### src/rtl/tdc_pkg.sv
// Shared definitions for the TDC interval datapath.
// Provides the default widths and scales used by the interval block and its
// coarse counter, the FSM state encoding, and the bit positions inside
// result_flags.
package tdc_pkg;

  localparam int TDC_FINE_W         = 6;
  localparam int TDC_FINE_PER_CYCLE = 64;
  localparam int TDC_COARSE_W       = 16;
  localparam int TDC_RESULT_W       = 24;
  localparam int TDC_TIMEOUT_CYCLES = 50000;

  localparam int FLAG_TIMEOUT = 0;
  localparam int FLAG_NEG     = 1;

  typedef enum logic [1:0] {
    IDLE      = 2'd0,
    WAIT_STOP = 2'd1,
    CALC      = 2'd2,
    HOLD      = 2'd3
  } tdc_state_e;

endpackage

### src/rtl/tdc_coarse_counter.sv
// Free-running coarse timestamp counter.
// Ports:
//   clk     - system clock
//   rst_n   - asynchronous active-low reset, clears the count
//   count_o - current coarse count, wraps modulo 2**COARSE_W
module tdc_coarse_counter
  import tdc_pkg::*;
#(
  parameter int COARSE_W = TDC_COARSE_W
) (
  input  logic                clk,
  input  logic                rst_n,
  output logic [COARSE_W-1:0] count_o
);

  logic [COARSE_W-1:0] count_q;

  // The counter advances on every clock with no enable; natural overflow of
  // the register gives the modulo-2**COARSE_W wrap the interval math relies on.
  always_ff @(posedge clk or negedge rst_n) begin
    if (!rst_n) begin
      count_q <= '0;
    end else begin
      count_q <= count_q + COARSE_W'(1);
    end
  end

  assign count_o = count_q;

endmodule

### src/rtl/tdc_interval.sv
// Start/stop interval measurement behind the carry-chain delay line.
// A start event stamps the coarse counter and its fine tap count, the next stop
// event does the same, and one cycle later the interval in fine-tap units is
// presented on a valid/ready port until the consumer takes it.
// Ports:
//   clk, rst_n          - clock, asynchronous active-low reset
//   start_valid/_fine   - start channel strobe and fine count
//   stop_valid/_fine    - stop channel strobe and fine count
//   result_valid/_ready - result handshake toward the report stage
//   result              - interval in fine units, saturated at all-ones
//   result_flags        - [0] timeout, [1] negative interval (result forced 0)
//   drop_count          - saturating count of start events ignored while busy
//   busy                - high whenever the FSM is not in IDLE
module tdc_interval
  import tdc_pkg::*;
#(
  parameter int FINE_W         = TDC_FINE_W,
  parameter int FINE_PER_CYCLE = TDC_FINE_PER_CYCLE,
  parameter int COARSE_W       = TDC_COARSE_W,
  parameter int RESULT_W       = TDC_RESULT_W,
  parameter int TIMEOUT_CYCLES = TDC_TIMEOUT_CYCLES
) (
  input  logic                clk,
  input  logic                rst_n,
  input  logic                start_valid,
  input  logic [FINE_W-1:0]   start_fine,
  input  logic                stop_valid,
  input  logic [FINE_W-1:0]   stop_fine,
  output logic                result_valid,
  input  logic                result_ready,
  output logic [RESULT_W-1:0] result,
  output logic [1:0]          result_flags,
  output logic [7:0]          drop_count,
  output logic                busy
);

  localparam int CALC_W = RESULT_W + 2;
  localparam int TO_W   = $clog2(TIMEOUT_CYCLES + 1);

  tdc_state_e state_q, state_d;

  logic [COARSE_W-1:0] coarseNow;
  logic [COARSE_W-1:0] coarseStart_q, coarseStart_d;
  logic [COARSE_W-1:0] coarseStop_q, coarseStop_d;
  logic [FINE_W-1:0]   startFine_q, startFine_d;
  logic [FINE_W-1:0]   stopFine_q, stopFine_d;
  logic [TO_W-1:0]     toCnt_q, toCnt_d;
  logic [RESULT_W-1:0] result_q, result_d;
  logic [1:0]          flags_q, flags_d;
  logic [7:0]          dropCnt_q, dropCnt_d;

  logic [COARSE_W-1:0] coarseDelta;
  logic [CALC_W-1:0]   calcRaw;

  tdc_coarse_counter #(
    .COARSE_W (COARSE_W)
  ) u_coarse (
    .clk     (clk),
    .rst_n   (rst_n),
    .count_o (coarseNow)
  );

  // Interval arithmetic on the latched stamps. The coarse difference wraps
  // naturally in COARSE_W bits. Start fine is added and stop fine subtracted
  // because a larger tap count means the edge arrived earlier in the period.
  // The sum is two bits wider than the result so that its top bit reads as a
  // sign and the next bit catches overflow past the result width.
  assign coarseDelta = coarseStop_q - coarseStart_q;
  assign calcRaw     = CALC_W'(coarseDelta) * CALC_W'(FINE_PER_CYCLE)
                     + CALC_W'(startFine_q) - CALC_W'(stopFine_q);

  // Next-state logic for the FSM and all of its datapath registers.
  // Every register holds by default. Any start pulse that arrives outside IDLE
  // is counted as a drop, and the count sticks at 255.
  always_comb begin
    state_d       = state_q;
    coarseStart_d = coarseStart_q;
    coarseStop_d  = coarseStop_q;
    startFine_d   = startFine_q;
    stopFine_d    = stopFine_q;
    toCnt_d       = toCnt_q;
    result_d      = result_q;
    flags_d       = flags_q;
    dropCnt_d     = dropCnt_q;

    if (start_valid && (state_q != IDLE) && (dropCnt_q != 8'hFF)) begin
      dropCnt_d = dropCnt_q + 8'd1;
    end

    case (state_q)
      IDLE: begin
        if (start_valid) begin
          coarseStart_d = coarseNow;
          startFine_d   = start_fine;
          toCnt_d       = '0;
          state_d       = WAIT_STOP;
        end
      end
      WAIT_STOP: begin
        if (stop_valid) begin
          coarseStop_d = coarseNow;
          stopFine_d   = stop_fine;
          state_d      = CALC;
        end else if (toCnt_q == TO_W'(TIMEOUT_CYCLES - 1)) begin
          result_d              = '0;
          flags_d               = '0;
          flags_d[FLAG_TIMEOUT] = 1'b1;
          state_d               = HOLD;
        end else begin
          toCnt_d = toCnt_q + TO_W'(1);
        end
      end
      CALC: begin
        flags_d = '0;
        state_d = HOLD;
        if (calcRaw[CALC_W-1]) begin
          result_d          = '0;
          flags_d[FLAG_NEG] = 1'b1;
        end else if (|calcRaw[CALC_W-2:RESULT_W]) begin
          result_d = '1;
        end else begin
          result_d = calcRaw[RESULT_W-1:0];
        end
      end
      HOLD: begin
        if (result_ready) begin
          state_d = IDLE;
        end
      end
      default: begin
        state_d = IDLE;
      end
    endcase
  end

  // State and datapath registers. Reset drops the FSM back to IDLE, which also
  // discards any result that was waiting for the consumer.
  always_ff @(posedge clk or negedge rst_n) begin
    if (!rst_n) begin
      state_q       <= IDLE;
      coarseStart_q <= '0;
      coarseStop_q  <= '0;
      startFine_q   <= '0;
      stopFine_q    <= '0;
      toCnt_q       <= '0;
      result_q      <= '0;
      flags_q       <= '0;
      dropCnt_q     <= '0;
    end else begin
      state_q       <= state_d;
      coarseStart_q <= coarseStart_d;
      coarseStop_q  <= coarseStop_d;
      startFine_q   <= startFine_d;
      stopFine_q    <= stopFine_d;
      toCnt_q       <= toCnt_d;
      result_q      <= result_d;
      flags_q       <= flags_d;
      dropCnt_q     <= dropCnt_d;
    end
  end

  // The result is offered for exactly as long as the FSM sits in HOLD, so it
  // can only be withdrawn by a handshake or by reset.
  assign result_valid = (state_q == HOLD);
  assign busy         = (state_q != IDLE);
  assign result       = result_q;
  assign result_flags = flags_q;
  assign drop_count   = dropCnt_q;

endmodule

### config.mk
export PLATFORM = sky130hd
export DESIGN_NAME = tdc_interval
export DESIGN_NICKNAME = d
export VERILOG_FILES = /design/src/rtl/tdc_pkg.sv /design/src/rtl/tdc_coarse_counter.sv /design/src/rtl/tdc_interval.sv
export SDC_FILE = /design/constraint.sdc
export NUM_CORES = 1
export LEC_CHECK = 0
export CAP_MARGIN = 30
export CORE_UTILIZATION = 40
export DETAILED_ROUTE_END_ITERATION = 10
export GPL_ROUTABILITY_DRIVEN = 0
export PLACE_DENSITY_LB_ADDON = 0.25
export SLEW_MARGIN = 0
export SYNTH_ARGS = -nofsm -noshare
export SYNTH_HDL_FRONTEND = slang
export SYNTH_SLANG_ARGS = --single-unit
### constraint.sdc
create_clock -name clk -period 2.85 [get_ports clk]
set_input_delay 0.57 -clock clk [delete_from_list [all_inputs] [get_ports clk]]
set_output_delay 0.57 -clock clk [all_outputs]
set_load 0.05 [all_outputs]
==> metrics <==
status=finished, violations left; failing checks=setup timing; final WL=13.6 mm; pwr dens=1170 nW/µm²; Initial Utilization=0.407; worst setup margin=-128 ps; Die Footprint=15900 µm²; Post-Place Setup Slack=-183 ps; Post-CTS Hold Buffers=0; antenna diode count=0; syn_area_per_cell=10.6 µm²; Worst-Margin Slew=578 ps; CP max FO=4; first-pass GRT wire length=23.2 mm; sequential cell area fraction in the yosys report=0.451; Synth top area share=0.451; critical path launch point type=flip-flop; DR pass1 iterations=4; Row Count=45; Core Footprint=15100 µm²; Worst Path Arrival=3210 ps; Yosys reg bits=111; I/O pin count=53; Setup crit end kind=flip-flop; total number of vias=4748; grt ovf=0; total power=9.10 mW; largest net degree at the start of global routing=61; Max IR drop VDD=0.440 mV; Area growth syn-to-layout=26.6%; CTS tree=built; EDFF count, synth=0; post-route clock period utilization=1.04; WS Path Type=reg -> reg; Req. time, crit path=3080 ps; Tmin final=2980 ps; Post-Syn Area=6160 µm²; H-tree depth=3; PortBufs=51; vias in the first global route=4909; ys async rst share=1.00; unrepaired setup endpoints after global routing=yes; First DRT Iteration DRCs=183; fin area=7800 µm²; Post-Route Utilization=0.515; Vias/cell=5.32; worst skew pair latency=360 ps; Critical Path Start=coarseStop_q[0]$_DFFE_PN0P_; Layout Skew=11.2 ps; Relative slew margins=0.611; post-detailed-route count of antenna-violating nets=0; Mapped Cells=581; CTS clk-pin slew, worst paths=70 ps; Max Fclk=0.336 GHz; HP Class=in -> async; top area cells in the synthesized netlist=dfrtp_1 (45%), mux2_2 (8.2%), ha_1 (5.7%); wire per inst=15.2 µm; Inserted Clock Buffers=9; Setup-failing EPs final=23; Static Leakage=3.56 nW; drc violations=0; Ys Warns=0; initial antenna violation count=0; Slew Viols, Final=0; top-count cell post-synth=dfrtp_1; Syn Nets=628; Top FF cell, synth=dfrtp_1; Fin. Hold Viols=0; Hold WS=62.1 ps; die width=126 µm; DP Area=7330 µm²; die height=126 µm; GRT Resource Usage Total=0.184; layout cells sized above 1=0.248; reg2reg setup slack=-130 ps; Nets=747; Max-cap violations=0; area leader, netlist=dfrtp_1; Detailed Place HPWL=10.1 mm; Synth top cells by count=dfrtp_1 (111), mux2_2 (45), nand2_1 (45); Max Root-Sink Buffers=2; Clock Sinks=111; CTS root buffer=clkbuf_16; Distinct cells, synth=71; Crit Reg-Reg Startpoint=coarseStop_q[0]$_DFFE_PN0P_
[logic make-up after synthesis]
group,synth area share
and+or+nand+nor,0.151
xor gates and xnor gates,0.0782
buffers and inverters,0.0398
adders and majority gates,0.0634
DFF,0.451
other,0.000609
AOI/OAI and AO/OA,0.132
muxes,0.0839
[metrics by stage]
step                setup TNS (ps)  instances
floorplan                    -1480        581
global placement             -1830        871
finish                       -2190        893
global route                 -5540        893
detailed placement           -3360        871
CTS                          -1390        893
[per-layer routing]
| metal | vias up | global-route usage | share of wire |
|---|---|---|---|
| met1 | 2344 | 0.227 | 0.46 |
| met3 | 14 | 0.0327 | 0.029 |
| met5 | - | 0 | 0 |
| met4 | 0 | 0.0687 | 0.016 |
| met2 | 69 | 0.319 | 0.49 |
| li1 | 2321 | - | - |
[timing repair]
item                                    in CTS  in global routing
endpoints found under the setup margin      23                 24
pin swaps                                    8                  9
gates resized for setup                     14                 21
buffers inserted                             5                  2
gates cloned                                 1                  0
[critical path, stage by stage, from the launching register on]
cell and delay (ps):
dfrtp_1 370, inv_1 60, ha_2 170, inv_2 40
fa_2 340, a21o_4 230, a311o_1 290, a2111o_1 380
o211ai_2 110, o21ai_4 110, or4_4 440, o21ai_4 190
o31ai_1 100
[layout by cell type (no fill, tap or decap), drive strengths merged, types with 20 or more instances in the layout]
cell / instances
ha: 28
inv: 37
mux2: 45
xor2: 27
buf: 73
dfrtp: 111
clkdlybuf4s50: 50
nor2: 40
o21ai: 20
nand2: 48
a21oi: 20
xnor2: 28
[state kept, by name, summed over array words and instances, names as in the netlist]
| name | count |
|---|---|
| coarseStart_q | 16 |
| coarseStop_q | 16 |
| drop_count | 8 |
| result | 23 |
| result_flags | 2 |
| startFine_q | 6 |
| state_q | 2 |
| stopFine_q | 6 |
| toCnt_q | 16 |
| u_coarse.count_o | 16 |
[worst paths after layout]
path	endpoint	cells after the start
worst max register to register	result[18]$_DFFE_PN0P_	12
min in group clk	result[15]$_DFFE_PN0P_	1
worst min register to register	result[15]$_DFFE_PN0P_	1
max in group asynchronous	coarseStop_q[7]$_DFFE_PN0P_	2
worst min-delay path	drop_count[6]$_DFFE_PN0P_	1
worst max-delay path	result[18]$_DFFE_PN0P_	12
[cell type report]
class	instances	area [µm²]
multi-input combinational	420	3320
clock buffer	11	233
inverter	35	131
tap	188	235
clock inverter	5	32.5
sequential	111	2780
timing repair buffer	123	1070
fill	1346	7350
[where the power goes]
group | leakage (nW) | internal, mW | switching, mW
clock | 0.134 | 0.596 | 0.566
sequential | 1.45 | 1.93 | 0.272
combinational | 1.98 | 2.66 | 3.08
total | 3.56 | 5.19 | 3.91
(Power assumes the default switching activity.)
